## src/rtl/rr_resource_arbiter.sv

```systemverilog
// rr_resource_arbiter: round-robin arbiter granting one shared resource to NUM_REQ requesters with hold timeout
module rr_resource_arbiter #(
  parameter int NUM_REQ = 4,
  parameter int MAX_HOLD = 256,
  localparam int ID_WIDTH = NUM_REQ > 1 ? $clog2(NUM_REQ) : 1
) (
  input  logic                clock,
  input  logic                reset_n,
  input  logic [NUM_REQ-1:0]  request,
  input  logic                done,
  output logic [NUM_REQ-1:0]  grant,
  output logic [ID_WIDTH-1:0] grant_id,
  output logic                grant_valid,
  output logic                timeout_error
);
  localparam int HW = $clog2(MAX_HOLD);
  typedef enum logic [1:0] {IDLE, GRANT, GAP} state_t;
  state_t state;
  logic [HW-1:0] hold_cnt;
  logic [ID_WIDTH-1:0] pointer, winner, masked_winner, pick;
  logic masked_any;
  always_comb begin
    winner = '0;
    masked_winner = '0;
    masked_any = 1'b0;
    for (int i = NUM_REQ - 1; i >= 0; i--) begin
      if (request[i]) winner = ID_WIDTH'(i);
      if (request[i] && i > int'(pointer)) begin
        masked_winner = ID_WIDTH'(i);
        masked_any = 1'b1;
      end
    end
    pick = masked_any ? masked_winner : winner;
  end
  always_ff @(posedge clock) begin
    if (!reset_n) begin
      state <= IDLE;
      grant <= '0;
      grant_id <= '0;
      grant_valid <= 1'b0;
      timeout_error <= 1'b0;
      hold_cnt <= '0;
      pointer <= ID_WIDTH'(NUM_REQ - 1);
    end else begin
      case (state)
        IDLE: begin
          timeout_error <= 1'b0;
          if (|request) begin
            grant <= NUM_REQ'(1) << pick;
            grant_id <= pick;
            grant_valid <= 1'b1;
            hold_cnt <= '0;
            state <= GRANT;
          end
        end
        GRANT: begin
          hold_cnt <= hold_cnt + 1'b1;
          if (done || hold_cnt == HW'(MAX_HOLD - 1)) begin
            grant <= '0;
            grant_valid <= 1'b0;
            pointer <= grant_id;
            timeout_error <= !done;
            hold_cnt <= '0;
            state <= GAP;
          end
        end
        default: begin
          timeout_error <= 1'b0;
          state <= IDLE;
        end
      endcase
    end
  end
endmodule

```

## config.mk

```make
export PLATFORM = sky130hd
export DESIGN_NAME = rr_resource_arbiter
export DESIGN_NICKNAME = d
export VERILOG_FILES = /design/src/rtl/rr_resource_arbiter.sv
export SDC_FILE = /design/constraint.sdc
export NUM_CORES = 1
export LEC_CHECK = 0
export BUFFER_PORTS_ARGS = -buffer_cell sky130_fd_sc_hd__buf_2
export CORE_MARGIN = 8
export CORE_UTILIZATION = 52
export CTS_CLUSTER_SIZE = 10
export DETAILED_ROUTE_END_ITERATION = 16
export PLACE_DENSITY = 0.74
export SETUP_SLACK_MARGIN = 0.02
export SYNTH_ARGS = -nofsm -noshare
export SYNTH_HDL_FRONTEND = slang
export SYNTH_SLANG_ARGS = --single-unit
```

## constraint.sdc

```tcl
create_clock -name clock -period 2.1 [get_ports clock]
set_input_delay 0.42 -clock clock [delete_from_list [all_inputs] [get_ports clock]]
set_output_delay 0.42 -clock clock [all_outputs]
set_load 0.01 [all_outputs]
```

==> flow_metrics.env, run 1 <==
export IMPL_drt_iter0_drc=25
export IMPL_syn_avg_cell_area_um2=8.57
export IMPL_worstSetupEndpoint="grant[1]$_SDFFE_PN0P_"
export IMPL_finalInstanceArea_um2=1100
export IMPL_cellLeakagePower_nw=0.428
export IMPL_die_area_um2=3480
export IMPL_crit_path_start="hold_cnt[0]$_SDFFE_PN0P_"
export IMPL_worstSkewPairLatency_ps=300
export IMPL_cts_buffer_depth=2
export IMPL_core_area_um2=1730
export IMPL_tightest_slew_ps=531
export IMPL_dp_slack_ps=503
export IMPL_crit_path_max_fanout=7
export IMPL_wl_um=2170
export IMPL_r2r_worst_path_cells=5
export IMPL_async_reset_ff_frac=0
export IMPL_fin_ws_ps=500
export IMPL_num_antenna_cells=0
export IMPL_vias=885
export IMPL_yosysWarnings=0
export IMPL_dp_hpwl_um=1660
export IMPL_cts_tree="yes"
export IMPL_synth_cell_types=36
export IMPL_worstPathArrival_ps=1810
export IMPL_required_ps=2310
export IMPL_postCtsHoldBufs=0
export IMPL_outcome="complete, no violations"
export IMPL_min_period_ps=1600
export IMPL_cts_resized=0
export IMPL_start_kind="flip-flop"
export IMPL_chipWidth_um=59.0
export IMPL_fin_util=0.638
export IMPL_powerDensity_nw_per_um2=771
export IMPL_via_per_inst=5.82
export IMPL_grt_max_degree=13
export IMPL_row_count=15
export IMPL_r2r_start="hold_cnt[0]$_SDFFE_PN0P_"
export IMPL_hold_path_class="input pin to flip-flop"
export IMPL_synth_seq_cells=20
export IMPL_ir_drop_v=0.000426
export IMPL_cts_setup_buffers=0
export IMPL_synth_cells=112
export IMPL_skew_ps=11.2
export IMPL_numPortBuffers=14
export IMPL_grt_pass1_vias=836
export IMPL_synthToLayoutAreaGrowth_pct=14.9
export IMPL_fillers=152
export IMPL_clock_sinks=20
export IMPL_clock_fmax_ghz=0.625
export IMPL_drive_above_1_share=0.181
export IMPL_drv_slew=0
export IMPL_first_pass_iters=5
export IMPL_r2r_end="grant[1]$_SDFFE_PN0P_"
export IMPL_synth_edff_count=0
export IMPL_routabilityCongestion=0.793
export IMPL_cts_buffers=3
export IMPL_clockRootBuffer="clkbuf_4"
export IMPL_period_share=0.762
export IMPL_setup_viol=0
export IMPL_die_h_um=59.0
export IMPL_grtUsageTotal=0.131
export IMPL_yosysSeqAreaShare=0.417
export IMPL_grt_first_pass_wirelength_um=3650
export IMPL_ff2ff_setup_slack_ps=500
export IMPL_syn_num_nets=120
export IMPL_start_util=0.556
export IMPL_ant_nets=0
export IMPL_relSlewSlack=0.643
export IMPL_route_detailed_drc=0
export IMPL_dpl_instance_area_um2=1050
export IMPL_clkSlewWorstSetupHoldPaths_ps=120
export IMPL_grt_antenna_before_repair=0
export IMPL_avgRoutedWirePerCell_um=14.3
export IMPL_finalHoldViolations=0
export IMPL_rsz0062_at_grt="no"
export IMPL_critPathKind="flip-flop to flip-flop"
export IMPL_tns_ps=0
export IMPL_synth_ff_type="dfxtp_1"
export IMPL_grt_overflow_total=0
export IMPL_synth_area_um2=960
export IMPL_nNetsFinal=136
export IMPL_maxCapViolCount=0
export IMPL_ioPinCount=15
export IMPL_htreeDepth=1
export IMPL_end_kind="flip-flop"
==> layer usage <==
layer / routed length, um / track usage / vias up / part of all wire
met1: 1080 / 0.174 / 403 / 0.50
met3: 111 / 0.0261 / 2 / 0.051
met4: 12 / 0.0410 / 0 / 0.0055
met5: 0 / 0 / - / 0
li1: - / - / 456 / -
met2: 968 / 0.206 / 24 / 0.45
==> power breakdown <==
group	total, mW	leakage (nW)	switching, mW	internal (mW)
Clock	0.310	0.0279	0.117	0.193
Combinational	0.126	0.237	0.0754	0.0506
Sequential	0.414	0.163	0.0155	0.399
Total	0.850	0.428	0.208	0.642
==> layout by cell type (no fill, tap or decap), types with 2 or more instances in the layout <==
cell      count
o311ai_0      2
nor2_1       10
a31oi_1       2
a32o_1        2
o21ai_0       9
a21oi_2       2
nand2_1       7
dfxtp_1      20
and4_1        2
inv_1         5
a22o_1        2
nor3_1        6
clkbuf_4      3
nand3_1       4
buf_2        14
a21oi_1       9
o22ai_1       2
mux2i_1       2
nand2b_1      4
o21a_1        2
==> cell usage after synthesis (all sizes together) (2+ instances only) <==
master,number,area [um2]
clkbuf,3,11.3
mux2i,2,20.0
nor3,6,30.0
nand2b,4,25.0
o311ai,2,17.5
o21a,2,15.0
nand3,4,20.0
a32o,2,20.0
nand2,7,26.3
a21oi,11,62.6
a31oi,2,12.5
a22o,2,17.5
inv,5,18.8
nor2,10,37.5
and4,2,17.5
o21ai,10,50.0
dfxtp,20,400
o22ai,2,12.5
==> worst max-delay path, cell delays in order (launching register included) <==
cell and delay [ps]:
dfxtp_1 390, ha_1 210, and3_1 270, a21oi_2 130, o211a_1 270, a22o_1 240
==> kinds of logic (layout without fill, tap and decap cells) <==
| group | Yosys count | in the layout | share of synthesized area |
|---|---|---|---|
| AO/OA/AOI/OAI | 42 | 42 | 0.295 |
| AND/OR/NAND/NOR | 39 | 39 | 0.223 |
| flip-flops | 20 | 20 | 0.417 |
| buffers and inverters | 8 | 23 | 0.0313 |
| multiplexers | 2 | 2 | 0.0209 |
| adder cells (fa/ha/maj) | 1 | 1 | 0.0130 |
==> worst min path at each step <==
stage                               end  depth (start not counted)                     start  slack (ps)
6_report        pointer[0]$_SDFFE_PN1P_                          2                   reset_n         420
5_1_grt         pointer[0]$_SDFFE_PN1P_                          2                   reset_n         430
4_1_cts         pointer[0]$_SDFFE_PN1P_                          2                   reset_n         410
3_5_place_dp      grant[2]$_SDFFE_PN0P_                          1     grant[2]$_SDFFE_PN0P_         460
3_3_place_gp      grant[2]$_SDFFE_PN0P_                          1     grant[2]$_SDFFE_PN0P_         450
2_1_floorplan  hold_cnt[6]$_SDFFE_PN0P_                          1  hold_cnt[6]$_SDFFE_PN0P_         440
==> through the flow <==
step | std cells | total power, mW | hold WS, ps
floorplan | 112 | 0.505 | 445
global placement | 148 | 0.545 | 449
detailed placement | 148 | 0.548 | 456
CTS | 152 | 0.859 | 413
global route | 152 | 0.887 | 429
finish | 152 | 0.850 | 423
==> final cells by class <==
class,count,area (um2),area share
well taps,25,31.3,0.0284
inverters,5,18.8,0.0170
multi-input cells,84,529,0.480
repair buffers,14,70.1,0.0636
clock buffers,3,22.5,0.0204
flip-flops and latches,20,400,0.363
clock inverters,1,30.0,0.0272
==> state kept, by name, indices dropped and copies added (netlist names) <==
register / cells
hold_cnt: 8
state: 2
grant_valid: 1
grant_id: 2
grant: 4
pointer: 2
timeout_error: 1
Note: power is estimated with default switching activity, not from simulation.
==> run 2: changes to the inputs <==
Settings changed: ABC_AREA from default to 1, CORE_UTILIZATION 52 to 50.
Clock period 2.1 ns to 1.3 ns, I/O delays scaled along.
==> run 2 against run 1 <==
  * Sequential power grew 64%
  * Register-to-register slack got worse by 500 ps
  * Clock skew is 5.9 ps lower
  * Largest power group unchanged
  * Via count rose by 20%
  * Hold slack worse by 300 ps
  * Global-route usage down 0.075 points
  * Non-clock buffer count rose by 14
  * Largest cell class unchanged
  * Clock-buffer cell count unchanged
  * Area after synthesis increased by 13%
  * Die area up 13%
  * Wire length is 19% higher
==> flow_metrics.env, run 2 <==
export IMPL_worstPathArrival_ps=1550
export IMPL_drv_slew=0
export IMPL_path_buf_inv=0
export IMPL_syn_num_nets=159
export IMPL_dp_slack_ps=-23.7
export IMPL_area_sequential_um2=405
export IMPL_skew_ps=5.35
export IMPL_ir_drop_v=0.000671
export IMPL_row_count=17
export IMPL_hold_path_class="input pin to flip-flop"
export IMPL_crit_path_max_fanout=8
export IMPL_clkSlewWorstSetupHoldPaths_ps=120
export IMPL_mostFrequentLayoutCell="nand2_1"
export IMPL_grt_max_degree=13
export IMPL_synth_top_area_frac=0.370
export IMPL_start_kind="flip-flop"
export IMPL_critPathKind="flip-flop to flip-flop"
export IMPL_grt_antenna_before_repair=0
export IMPL_ant_nets=0
export IMPL_synth_edff_count=0
export IMPL_grtUsageTotal=0.131
export IMPL_end_kind="flip-flop"
export IMPL_largest_reg_flops=8
export IMPL_avgRoutedWirePerCell_um=12.4
export IMPL_cp_top_family="simple AND/OR/NAND/NOR gates"
export IMPL_yosysSeqAreaShare=0.370
export IMPL_yosysTopAreaCell="dfxtp_1"
export IMPL_cellLeakagePower_nw=0.646
export IMPL_wl_um=2580
export IMPL_fin_ws_ps=2.36
export IMPL_reg_top3="hold_cnt: 8 flops, grant: 4 flops"
export IMPL_routabilityCongestion=0.876
export IMPL_ff2ff_setup_slack_ps=2
export IMPL_nNetsFinal=189
export IMPL_r2r_worst_path_cells=8
export IMPL_first_pass_iters=4
export IMPL_required_ps=1550
export IMPL_tightest_slew_ps=415
export IMPL_async_reset_ff_frac=0
export IMPL_synth_seq_cells=20
export IMPL_synth_most_common_cell="nand2_1"
export IMPL_powerDensity_nw_per_um2=1100
export IMPL_clock_sinks=20
export IMPL_yosysWarnings=0
export IMPL_final_cell_mix="35 x nand2_1, 17 x inv_1, 16 x dfxtp_1"
export IMPL_via_per_inst=5.12
export IMPL_path_cells="ha_4, nand2_4, nor2_4, nand2_2, nand2_4, nor2_4, nand3b_1, a21oi_2"
export IMPL_synth_ff_type="dfxtp_1"
export IMPL_synth_area_um2=1080
export IMPL_die_area_um2=3910
export IMPL_multiInputGateArea_um2=654
export IMPL_maxCapViolCount=0
export IMPL_route_detailed_drc=0
export IMPL_min_period_ps=1300
export IMPL_r2r_end="hold_cnt[3]$_SDFFE_PN0P_"
export IMPL_grt_overflow_total=0
export IMPL_relSlewSlack=0.723
export IMPL_tns_ps=0
export IMPL_cts_tree="yes"
export IMPL_vias=1065
export IMPL_ioPinCount=15
export IMPL_chipWidth_um=62.6
export IMPL_cts_buffers=3
export IMPL_worstSetupEndpoint="hold_cnt[3]$_SDFFE_PN0P_"
export IMPL_htreeDepth=1
export IMPL_core_area_um2=2130
export IMPL_grt_first_pass_wirelength_um=4320
export IMPL_postCtsHoldBufs=0
export IMPL_crit_path_start="hold_cnt[1]$_SDFFE_PN0P_"
export IMPL_max_stage_delay_ps=360
export IMPL_worstSkewPairLatency_ps=310
export IMPL_clock_fmax_ghz=0.771
export IMPL_syn_avg_cell_area_um2=7.18
export IMPL_r2r_start="hold_cnt[1]$_SDFFE_PN0P_"
export IMPL_start_util=0.509
export IMPL_synthToLayoutAreaGrowth_pct=30.6
export IMPL_largest_register="hold_cnt"
export IMPL_synthTopCellsByCount="37 x nand2_1, 20 x dfxtp_1, 19 x inv_1, 16 x nand3_1, 15 x a21oi_1"
export IMPL_crit_slowest_cell="dfxtp_2"
export IMPL_grt_pass1_vias=1018
export IMPL_fillers=173
export IMPL_synth_cells=151
export IMPL_drt_iter0_drc=73
export IMPL_cts_buffer_depth=2
export IMPL_setup_viol=0
export IMPL_clockRootBuffer="clkbuf_4"
export IMPL_num_antenna_cells=0
export IMPL_dp_hpwl_um=1860
export IMPL_outcome="complete, no violations"
export IMPL_die_h_um=62.6
export IMPL_path_depth=8
export IMPL_numPortBuffers=14
export IMPL_yosys_top_cells_area="dfxtp_1 37%, nand2_1 13%, nand3_1 7.4%"
export IMPL_synth_cell_types=28
export IMPL_rsz0062_at_grt="yes"
export IMPL_finalHoldViolations=0
export IMPL_drive_above_1_share=0.378
export IMPL_period_share=0.998
[run 2: kinds of logic after synthesis]
| group | synth area share |
|---|---|
| AND/OR/NAND/NOR | 0.410 |
| buffers and inverters | 0.0947 |
| AO/OA/AOI/OAI | 0.114 |
| flip-flops | 0.370 |
| adder cells (fa/ha/maj) | 0.0115 |
[run 2: timing repair]
item | CTS | global route
pin swaps | 7 | 3
setup buffers | 3 | 3
resized for setup | 7 | 14
endpoints found under the setup margin | 8 | 14
[run 2: worst register-to-register path: cells and delay by family, from the launching register on]
family / cells / cell delay [ps]
and+or+nand+nor: 6 / 600
DFF: 1 / 360
adders and majority gates: 1 / 160
AOI/OAI and AO/OA: 1 / 120
[run 2: worst min-delay path by stage]
stage / from / endpoint / slack [ps] / depth (start not counted)
finish: done / timeout_error$_SDFFE_PN0P_ / 120 / 2
global route: done / timeout_error$_SDFFE_PN0P_ / 110 / 2
CTS: done / timeout_error$_SDFFE_PN0P_ / 120 / 2
detailed placement: done / timeout_error$_SDFFE_PN0P_ / 460 / 2
global placement: done / timeout_error$_SDFFE_PN0P_ / 450 / 2
floorplan: done / timeout_error$_SDFFE_PN0P_ / 340 / 1
[run 2: routing by layer]
layer	global-route usage	part of all wire	wire length, um	vias up
li1	-	-	-	538
met1	0.139	0.44	1120	496
met2	0.242	0.51	1320	27
met3	0.0233	0.037	95	4
met4	0.0598	0.014	36	0
met5	0	0	0	-
[run 2: area by class of cell]
| class | count | area share |
|---|---|---|
| Clock buffer | 3 | 0.0159 |
| Timing Repair Buffer | 28 | 0.124 |
| Tap cell | 28 | 0.0248 |
| Multi-Input combinational cell | 107 | 0.462 |
| Inverter | 21 | 0.0654 |
| Clock inverter | 1 | 0.0212 |
| Sequential cell | 20 | 0.286 |
[run 2: where the power goes]
part	internal (mW)	total, mW	switching (mW)
registers	0.652	0.677	0.0248
clock network	0.312	0.517	0.205
logic	0.142	0.365	0.222
[run 2: per-stage QoR]
step	std cells	cell area (um2)	hold WS [ps]	utilization	power (mW)
after floorplan	151	1090	339	-	0.905
after global placement	198	1240	449	0.583	0.982
after detailed placement	198	1240	459	0.583	0.992
after CTS	205	1350	117	0.635	1.53
after global routing	208	1420	110	0.665	1.62
final	208	1420	122	0.665	1.56
==> run 3: changes to the inputs <==
Settings changed: GPL_ROUTABILITY_DRIVEN from default to 0, PLACE_DENSITY 0.74 to 0.86.
Clock period 1.3 ns to 1.06 ns, I/O delays scaled along.
==> run 3 against run 2 <==
  * The flow now finishes with violations (negative setup slack)
  * Cell area rose by 13%
  * Sequential share of layout area fell by 2.6 points
  * Critical endpoint is now hold_cnt[5]$_SDFFE_PN0P_
  * Non-clock buffer count rose by 10
  * Worst setup slack got worse by 320 ps
  * Clock skew rose by 6.1 ps
  * Global-route usage rose by 1.3 points
  * Total power rose by 28%
  * Combinational power rose by 42%
  * Largest power group unchanged
  * Via count rose by 9.1%
==> flow_metrics.env, run 3 (synthesis gave the netlist of run 2 again) <==
export IMPL_clockRootBuffer="clkbuf_4"
export IMPL_period_share=1.30
export IMPL_cts_buffer_depth=2
export IMPL_failed_checks="negative setup slack"
export IMPL_ir_drop_v=0.00126
export IMPL_worstPathArrival_ps=1610
export IMPL_numPortBuffers=14
export IMPL_setup_viol=20
export IMPL_cts_buffers=3
export IMPL_postCtsHoldBufs=0
export IMPL_ant_nets=0
export IMPL_start_util=0.509
export IMPL_rsz0062_at_grt="yes"
export IMPL_clkSlewWorstSetupHoldPaths_ps=120
export IMPL_largest_reg_flops=8
export IMPL_grt_first_pass_wirelength_um=4750
export IMPL_route_detailed_drc=0
export IMPL_dp_hpwl_um=1990
export IMPL_first_pass_iters=4
export IMPL_p_comb_frac=0.260
export IMPL_worstSkewPairLatency_ps=310
export IMPL_end_kind="flip-flop"
export IMPL_hp_start="done"
export IMPL_avgRoutedWirePerCell_um=14.9
export IMPL_start_kind="flip-flop"
export IMPL_hold_path_class="input pin to flip-flop"
export IMPL_tns_ps=-4720
export IMPL_die_h_um=62.6
export IMPL_chipWidth_um=62.6
export IMPL_finalHoldViolations=0
export IMPL_clock_sinks=20
export IMPL_row_count=17
export IMPL_grt_overflow_total=0
export IMPL_intPower_mw=1.40
export IMPL_tightest_slew_ps=287
export IMPL_crit_path_start="hold_cnt[1]$_SDFFE_PN0P_"
export IMPL_power_frac_clock=0.315
export IMPL_skew_ps=11.5
export IMPL_relSlewSlack=0.809
export IMPL_power_switching_share=0.297
export IMPL_seq_power_share=0.425
export IMPL_crit_path_max_fanout=8
export IMPL_min_period_ps=1380
export IMPL_ioPinCount=15
export IMPL_drive_above_1_share=0.542
export IMPL_nNetsFinal=199
export IMPL_mostFrequentLayoutCell="nand2_1"
export IMPL_drv_slew=0
export IMPL_fin_ws_ps=-320
export IMPL_critPathKind="flip-flop to flip-flop"
export IMPL_p_switching_mw=0.592
export IMPL_cellLeakagePower_nw=0.729
export IMPL_grt_pass1_vias=1186
export IMPL_grt_antenna_before_repair=0
export IMPL_dp_slack_ps=-285
export IMPL_core_area_um2=2130
export IMPL_die_area_um2=3910
export IMPL_grt_max_degree=13
export IMPL_cts_tree="yes"
export IMPL_grtUsageTotal=0.143
export IMPL_num_antenna_cells=0
export IMPL_clock_fmax_ghz=0.725
export IMPL_synthToLayoutAreaGrowth_pct=47.7
export IMPL_wl_um=3260
export IMPL_final_cell_mix="24 x nand2_1, 22 x buf_4, 17 x inv_1"
export IMPL_maxCapViolCount=0
export IMPL_fillers=158
export IMPL_vias=1162
export IMPL_reg_top3="hold_cnt: 8 flops, grant: 4 flops"
export IMPL_via_per_inst=5.33
export IMPL_outcome="finished with violations"
export IMPL_powerDensity_nw_per_um2=1240
export IMPL_htreeDepth=1
export IMPL_required_ps=1290
export IMPL_largest_register="hold_cnt"
export IMPL_r2r_start="hold_cnt[1]$_SDFFE_PN0P_"
export IMPL_drt_iter0_drc=65
run 3: power groups by stage:
stage | registers, mW | clock network [mW] | logic [mW]
finish | 0.847 | 0.627 | 0.517
global route | 0.851 | 0.655 | 0.555
CTS | 0.834 | 0.640 | 0.436
detailed placement | 0.845 | 0 | 0.401
global placement | 0.842 | 0 | 0.384
floorplan | 0.855 | 0 | 0.252
run 3: per-stage QoR:
stage / cells / hold slack (ps) / instance area, um2 / utilization / power [mW]
after floorplan: 151 / 291 / 1090 / - / 1.11
after global placement: 208 / 407 / 1320 / 0.619 / 1.23
after detailed placement: 208 / 406 / 1320 / 0.619 / 1.25
after CTS: 215 / 63.2 / 1470 / 0.689 / 1.91
after global routing: 218 / 71.5 / 1600 / 0.752 / 2.06
final: 218 / 76.5 / 1600 / 0.752 / 1.99
run 3: path summary, 6_finish.rpt:
kind,end,slack (ps),depth (start not counted)
setup / recovery,hold_cnt[5]$_SDFFE_PN0P_,-320,8
hold / removal,timeout_error$_SDFFE_PN0P_,80,2
setup reg to reg,hold_cnt[5]$_SDFFE_PN0P_,-320,8
hold reg to reg,hold_cnt[3]$_SDFFE_PN0P_,470,2
run 3: cell type report:
cell class	instances	area, um2	share of cell area
clock buffer	3	22.5	0.0141
timing repair buffer	38	277	0.173
tap	28	35.0	0.0219
clock inverter	1	30.0	0.0188
sequential	20	417	0.260
multi-input combinational	107	733	0.458
inverter	21	86.3	0.0539
run 3: metal layers:
metal / wire [um] / part of all wire / vias to the layer above / GRT usage
met2: 1770 / 0.54 / 34 / 0.261
met4: 112 / 0.034 / 0 / 0.0940
met5: 0 / 0 / - / 0
met1: 1230 / 0.38 / 559 / 0.142
li1: - / - / 558 / -
met3: 140 / 0.043 / 11 / 0.0305
run 3: repair_timing:
item / in CTS / in global routing
setup endpoints to repair: 22 / 25
pin swaps: 8 / 17
cloned: 0 / 0
hold endpoints to repair: 0 / 0
resized for setup: 21 / 32
setup buffers: 3 / 3
run 3: critical path, cell delays in order, from the launching register on:
cell and delay [ps]:
dfxtp_2 360, ha_4 170, nand2_4 70, nor2_4 50, nand2_2 80, nand2_4 90, nor2_4 220, nand3_1 110
a21oi_1 160
